===== config.mk =====
export PLATFORM = sky130hd
export DESIGN_NAME = one_to_four_demultiplexer
export DESIGN_NICKNAME = d
export VERILOG_FILES = /design/src/rtl/one_to_four_demultiplexer_pkg.sv /design/src/rtl/one_to_four_demultiplexer_channel.sv /design/src/rtl/one_to_four_demultiplexer.sv
export SDC_FILE = /design/constraint.sdc
export NUM_CORES = 1
export LEC_CHECK = 0
export ABC_CLOCK_PERIOD_IN_PS = 5450
export CAP_MARGIN = 10
export CORE_MARGIN = 3
export CORE_UTILIZATION = 48
export CTS_BUF_LIST = sky130_fd_sc_hd__clkbuf_4 sky130_fd_sc_hd__clkbuf_8
export DETAILED_ROUTE_END_ITERATION = 8
export PLACE_DENSITY = 0.86
export SLEW_MARGIN = 20
export SYNTH_ARGS = -nofsm -noshare
export SYNTH_HDL_FRONTEND = slang
export SYNTH_HIERARCHICAL = 1
export SYNTH_SLANG_ARGS = --single-unit

===== constraint.sdc =====
create_clock -name clk -period 5.45 [get_ports clk]
set_clock_uncertainty 0.2 [all_clocks]
set_input_delay 0.8175 -clock clk [delete_from_list [all_inputs] [get_ports clk]]
set_output_delay 0.8175 -clock clk [all_outputs]
set_load 0.05 [all_outputs]

===== src/rtl/one_to_four_demultiplexer_pkg.sv =====
// ---------------------------------------------------------------------------
// one_to_four_demultiplexer_pkg : shared channel encoding and defaults
// Revision 1.0
// ---------------------------------------------------------------------------
`default_nettype none

package one_to_four_demultiplexer_pkg;

  localparam int NUM_CH        = 4;
  localparam int DEFAULT_WIDTH = 8;

  // Same encoding as the 4:1 select mux.
  localparam logic [1:0] CH_A = 2'd0;
  localparam logic [1:0] CH_B = 2'd1;
  localparam logic [1:0] CH_C = 2'd2;
  localparam logic [1:0] CH_D = 2'd3;

  typedef logic [1:0] sel_t;

endpackage

`default_nettype wire


===== src/rtl/one_to_four_demultiplexer_channel.sv =====
// ---------------------------------------------------------------------------
// demux_channel_reg : one-entry holding register with valid/ready drain
// Revision 1.0
// ---------------------------------------------------------------------------
`default_nettype none

module demux_channel_reg #(
  parameter int WIDTH = 8
) (
  input  logic             clk,
  input  logic             rst,
  input  logic             wr_en,
  input  logic [WIDTH-1:0] wr_data,
  input  logic             rd_ready,
  output logic             valid,
  output logic [WIDTH-1:0] data
);

  logic             valid_q, valid_d;
  logic [WIDTH-1:0] data_q, data_d;

  // A write in the same cycle as a drain keeps the entry full.
  always_comb begin
    valid_d = valid_q;
    data_d  = data_q;
    if (valid_q && rd_ready) begin
      valid_d = 1'b0;
    end
    if (wr_en) begin
      valid_d = 1'b1;
      data_d  = wr_data;
    end
  end

  always_ff @(posedge clk) begin
    if (rst) begin
      valid_q <= 1'b0;
      data_q  <= '0;
    end else begin
      valid_q <= valid_d;
      data_q  <= data_d;
    end
  end

  assign valid = valid_q;
  assign data  = data_q;

endmodule

`default_nettype wire


===== src/rtl/one_to_four_demultiplexer.sv =====
// ---------------------------------------------------------------------------
// one_to_four_demultiplexer : registered 1:4 demux, manual or round-robin
// Revision 1.0
// ---------------------------------------------------------------------------
`default_nettype none

module one_to_four_demultiplexer
  import one_to_four_demultiplexer_pkg::*;
#(
  parameter int WIDTH = DEFAULT_WIDTH
) (
  input  logic              clk,
  input  logic              rst,
  input  logic [WIDTH-1:0]  in_data,
  input  logic              in_valid,
  output logic              in_ready,
  input  logic              s0,
  input  logic              s1,
  input  logic              auto_mode,
  output logic [WIDTH-1:0]  out_a,
  output logic [WIDTH-1:0]  out_b,
  output logic [WIDTH-1:0]  out_c,
  output logic [WIDTH-1:0]  out_d,
  output logic [NUM_CH-1:0] out_valid,
  input  logic [NUM_CH-1:0] out_ready,
  output logic [1:0]        cur_sel
);

  sel_t              rr_ptr_q, rr_ptr_d;
  sel_t              sel;
  logic              accept;
  logic [NUM_CH-1:0] wr_en;
  logic [WIDTH-1:0]  ch_data [NUM_CH];

  assign sel      = auto_mode ? rr_ptr_q : {s1, s0};
  assign cur_sel  = sel;
  // Depends only on stored state and consumer ready, never on in_valid.
  assign in_ready = !out_valid[sel] || out_ready[sel];
  assign accept   = in_valid && in_ready;

  always_comb begin
    rr_ptr_d = rr_ptr_q;
    if (accept && auto_mode) begin
      rr_ptr_d = rr_ptr_q + 2'd1;
    end
  end

  always_ff @(posedge clk) begin
    if (rst) begin
      rr_ptr_q <= CH_A;
    end else begin
      rr_ptr_q <= rr_ptr_d;
    end
  end

  for (genvar i = 0; i < NUM_CH; i++) begin : g_ch
    assign wr_en[i] = accept && (sel == 2'(i));

    demux_channel_reg #(
      .WIDTH (WIDTH)
    ) u_ch (
      .clk      (clk),
      .rst      (rst),
      .wr_en    (wr_en[i]),
      .wr_data  (in_data),
      .rd_ready (out_ready[i]),
      .valid    (out_valid[i]),
      .data     (ch_data[i])
    );
  end

  assign out_a = ch_data[CH_A];
  assign out_b = ch_data[CH_B];
  assign out_c = ch_data[CH_C];
  assign out_d = ch_data[CH_D];

endmodule

`default_nettype wire


; ---- Word-level counts from Yosys, hierarchy flattened
; Cells that the tools add are included.
[totals]
reg_bits = 38
in_bits = 18
elab_cells = 44
output_inout_bits = 39
[classes]
reduce_logical = 17
eq_ne = 3
n_mux = 13
n_addsub = 1
n_lt_le_gt_ge = 1
[ops]
columns = op, count
row1 = logical AND 1 bit, 10
row2 = 2-to-1 mux 1 bit, 10
row3 = nonzero test 2 bit, 4
row4 = binary-select mux 1 bit (select 2 bit), 2
row5 = "== test 2 bit, second input constant", 2
row6 = "< comparator 2 x 3 -> 1 bit, second input constant", 1
row7 = "adder 2 x 1 -> 2 bit, second input constant", 1
row8 = "== test 2 x 1 -> 1 bit, second input constant", 1
row9 = zero test 2 bit, 1
row10 = 2-to-1 mux 2 bit, 1
row11 = zero test 1 bit, 1
row12 = logical OR 1 bit, 1

; ---- Longest topological paths before layout
[logic_depth]
ltp_word = 8
depth_mapped = 7
mapped_depth_nobuf = 6

; ---- Hierarchy
; Netlist, hierarchy kept.
[modules_own_cells]
columns = module, n_inst, seq_area_each_um2, cells_each, area_per_inst_um2
row1 = demux_channel_reg, 4, 180.2, 30, 321.6
row2 = one_to_four_demultiplexer, 1, 40.0, 28, 226.5

; ---- Least setup slack after synthesis
; Ideal clock, no wire load.
[synth_path]
kind = input to output
from = input port auto_mode
to = output port in_ready
path_buffers = 0
t_required_ns = 4.433
arrival_time_ns = 2.507
cell_stages = 3
slack_ns = 1.925
path_cell_list = mux2_4 > mux2i_2 > o21ai_0
[synth_between]
elab_chain_cells = 5
elab_cells_between_ends = 7
cone_classes = 5 x mux / 2 x reduce/logical
[synth_rtl]
columns = item, line_no
row1 = "start, declared", one_to_four_demultiplexer.sv:19  ; input logic auto_mode,
row2 = 2-to-1 mux 2 bit *, one_to_four_demultiplexer.sv:35  ; assign sel = auto_mode ? rr_ptr_q : {s1, s0};
row3 = binary-select mux 1 bit (select 2 bit), one_to_four_demultiplexer.sv:38  ; assign in_ready = !out_valid[sel] || out_ready[sel];
row4 = 2-to-1 mux 1 bit (not written as such), one_to_four_demultiplexer.sv:38
row5 = zero test 1 bit, one_to_four_demultiplexer.sv:38
row6 = logical OR 1 bit *, one_to_four_demultiplexer.sv:38
row7 = "end, declared", one_to_four_demultiplexer.sv:16  ; output logic in_ready,
; Mark *: on every way between the ends. The rest lies on a longest branch, timed or not. The select of a mux whose other input is x is not followed.

; ---- Worst setup path in the final report
; Ends and elaborated chain as after synthesis.

==> metrics.md <==
| Metric | Value |
|---|---|
| Setup TNS | `0 ps` |
| Worst IR Drop VDD | `about 0.33 mV` |
| Die Y-Extent | `62.1 um` |
| Outcome | `completed` |
| Reg2reg path depth | `6` |
| Tmin final | `~4000 ps` |
| Cell row count | `19` |
| Crit-path max FO | `7` |
| GRT Overall Usage | `0.207` |
| Synth Register Bits | `38` |
| HP Start | `g_ch[0].u_ch/valid$_SDFFE_PP0P_` |
| Hold-critical path depth | `2` |
| # diodes | `0` |
| Ys async rst share | `0` |
| Syn Area/Cell | `between 10 and 15 um^2` |
| Post-synth cell types | `19` |
| Reg clk slew, reported paths | `around 110 ps` |
| Global-route wire length before repair | `~6.3 mm` |
| Tightest Pin Transition | `986 ps` |
| Fill cells | `around 200` |
| Clk sinks | `38` |
| Clock Path Buffers | `2` |
| Area delta synth->final | `45.1%` |
| Hpwl dp | `between 2 and 3 mm` |
| Worst hold path endpoint | `g_ch[0].u_ch/valid$_SDFFE_PP0P_` |
| CP Capture Type | `output pin` |
| Max layer used | `met4` |
| Final worst setup slack | `around 1400 ps` |
| Post-synthesis sequential area ratio | `0.503` |
| Met3 wire len | `about 280 um` |
| Met2 Wirelength | `around 1.8 mm` |
| Gpl congestion | `between 0.8 and 0.9` |
| Number of nets in the layout | `between 200 and 250` |
| Max transition margin | `0.340` |
| RSZ-0062 raised after global routing | `no` |
| Total gr overflow | `0` |
| Avg WL per Cell | `approximately 15 um` |
| Synth cell count leaders | `dfxtp_1, mux2i_1, nor2_1` |
| Final ANT Viol Nets | `0` |
| Die Wd | `between 60 and 70 um` |
| DRC errors left | `0` |
| H-tree lvl count | `2` |
| Initial core utilization | `0.526` |
| Leak Pwr | `0.808 nW` |
| Non-Filler Instances | `~250` |
| Die Area | `about 3900 um^2` |
| Via count | `about 1200` |
| Final Util | `0.763` |
| Placed Cells | `241` |
| Final hold viol count | `0` |
| Crit path kind | `primary input to output pin` |
| Yosys top cell by area | `dfxtp_1` |
| Worst reg2reg endpoint | `g_ch[2].u_ch/data[0]$_SDFFE_PP0P_` |
| Initial antenna violation count | `0` |
| Syn_nets | `166` |
| Drt first pass iters | `4` |
| Post-CTS Setup Inserts | `0` |
| Max Slew Vio Count | `0` |
| Synthesized instance count | `around 150` |
| Pin count of the biggest net entering global routing | `40` |
| Top cells by area, synth | `dfxtp_1, mux2i_1, nor2_1, buf_6, nand2b_1` |
| First-iteration detailed-routing DRC count | `37` |
| Storage element area | `761 um^2` |
| CTS resizes | `0` |
| Share of the synthesized area in the top cell type | `0.503` |
| Clock latency at the later pin of the worst-skew pair | `roughly 340 ps` |
| Via-to-Cell Ratio | `around 4.8` |
| Metal-1 WL | `1.50 mm` |
| IO Port Bufs | `56` |
| Total core area | `2880 um^2` |
| CTS Root Cell | `clkbuf_4` |
| Io pins | `57` |
| Number of synthesized flops with an enable pin | `0` |
| Period utilization | `0.736` |
| Startpoint Class | `primary input` |
| Vias in the first global route | `roughly 1300` |
| PD cells | `304 nW/um^2` |
| Worst reg2reg path startpoint | `rr_ptr_q[1]$_SDFFE_PP0P_` |
| Final setup viols | `0` |
| Dpl ws | `about 1400 ps` |
| Top FF cell, synth | `dfxtp_1` |
| Count leader, synth | `dfxtp_1` |
| Maxcap violations | `0` |
| Total CTS buffers | `5` |
| WHS | `slightly below 300 ps` |
| Hold Crit Class | `flip-flop to flip-flop` |
| Achievable Freq | `around 250 MHz` |
| Total routed wirelength | `between 3 and 4 mm` |
| Mapped cell area | `between 1500 and 2000 um^2` |
| Area of the multi-input gates | `661 um^2` |
| Layout cell share with drive strength beyond 1 | `0.0821` |
| CTS tree | `yes` |
| YS warnings | `6` |
| # hold bufs at CTS | `0` |
| Critical Path RT | `approximately 4400 ps` |
| CP arrival | `2990 ps` |
| Setup slack, reg-to-reg | `2980 ps` |
[cells in the final DEF, fill, tap and decap left out, types with 2 or more instances in the layout]
master	n
clkdlybuf4s50_1	56
dfxtp_1	38
mux2i_1	33
nor2_1	33
inv_1	7
nand2b_1	6
clkbuf_4	5
a21oi_1	4
nand2_1	3
nor2b_1	3
nor3_1	3
buf_4	3
mux2_4	2
nor3b_2	2
bufinv_16	2
[cell families after synthesis]
| family | Yosys count | share of synthesized area |
|---|---|---|
| AOI/OAI and AO/OA | 7 | 0.0256 |
| buffers and inverters | 15 | 0.0604 |
| DFF | 38 | 0.503 |
| muxes | 36 | 0.247 |
| and+or+nand+nor | 52 | 0.164 |
[layout make-up]
class / count / share of cell area
inverter: 7 / 0.0120
multi-input combinational: 95 / 0.301
clock inverter: 2 / 0.0274
sequential: 38 / 0.347
clock buffer: 6 / 0.0234
tap: 42 / 0.0239
timing repair buffer: 59 / 0.266
[registers in the layout, summed over array words and instances, names as in the netlist]
signal,cells
g_ch.u_ch/data,32
g_ch.u_ch/valid,4
rr_ptr_q,2
[how the worst max path moves through the flow]
| stage | startpoint | end | slack (ps) | cells past startpoint |
|---|---|---|---|---|
| 2_1_floorplan | auto_mode | in_ready | 1930 | 3 |
| 3_3_place_gp | auto_mode | in_ready | 1550 | 6 |
| 3_5_place_dp | auto_mode | in_ready | 1440 | 6 |
| 4_1_cts | auto_mode | in_ready | 1430 | 6 |
| 5_1_grt | auto_mode | in_ready | 1340 | 6 |
| 6_report | auto_mode | in_ready | 1440 | 6 |
[power breakdown]
part	switching (W)	internal (W)	leakage [nW]
Combinational	0.0000769	0.0000497	0.441
Clock	0.0000910	0.000155	0.0585
Sequential	0.00000607	0.000289	0.309
[routing by layer]
metal / vias to the layer above / global-route usage
met5: - / 0
met4: 0 / 0.0829
met3: 5 / 0.0721
met2: 48 / 0.387
met1: 552 / 0.208
li1: 602 / -
[per-stage QoR]
step	total power [W]	area, um^2
CTS	0.000674	2190
global route	0.000695	2190
global placement	0.000424	2080
floorplan	0.000382	1510
finish	0.000668	2190
detailed placement	0.000428	2080
[critical path: stages]
cell and delay (ps):
clkdlybuf4s50_1 550, mux2_4 370, mux2i_1 240, nand2_1 90, o21ai_0 90, clkdlybuf4s50_1 830
Note: power is estimated with default switching activity, not from simulation.
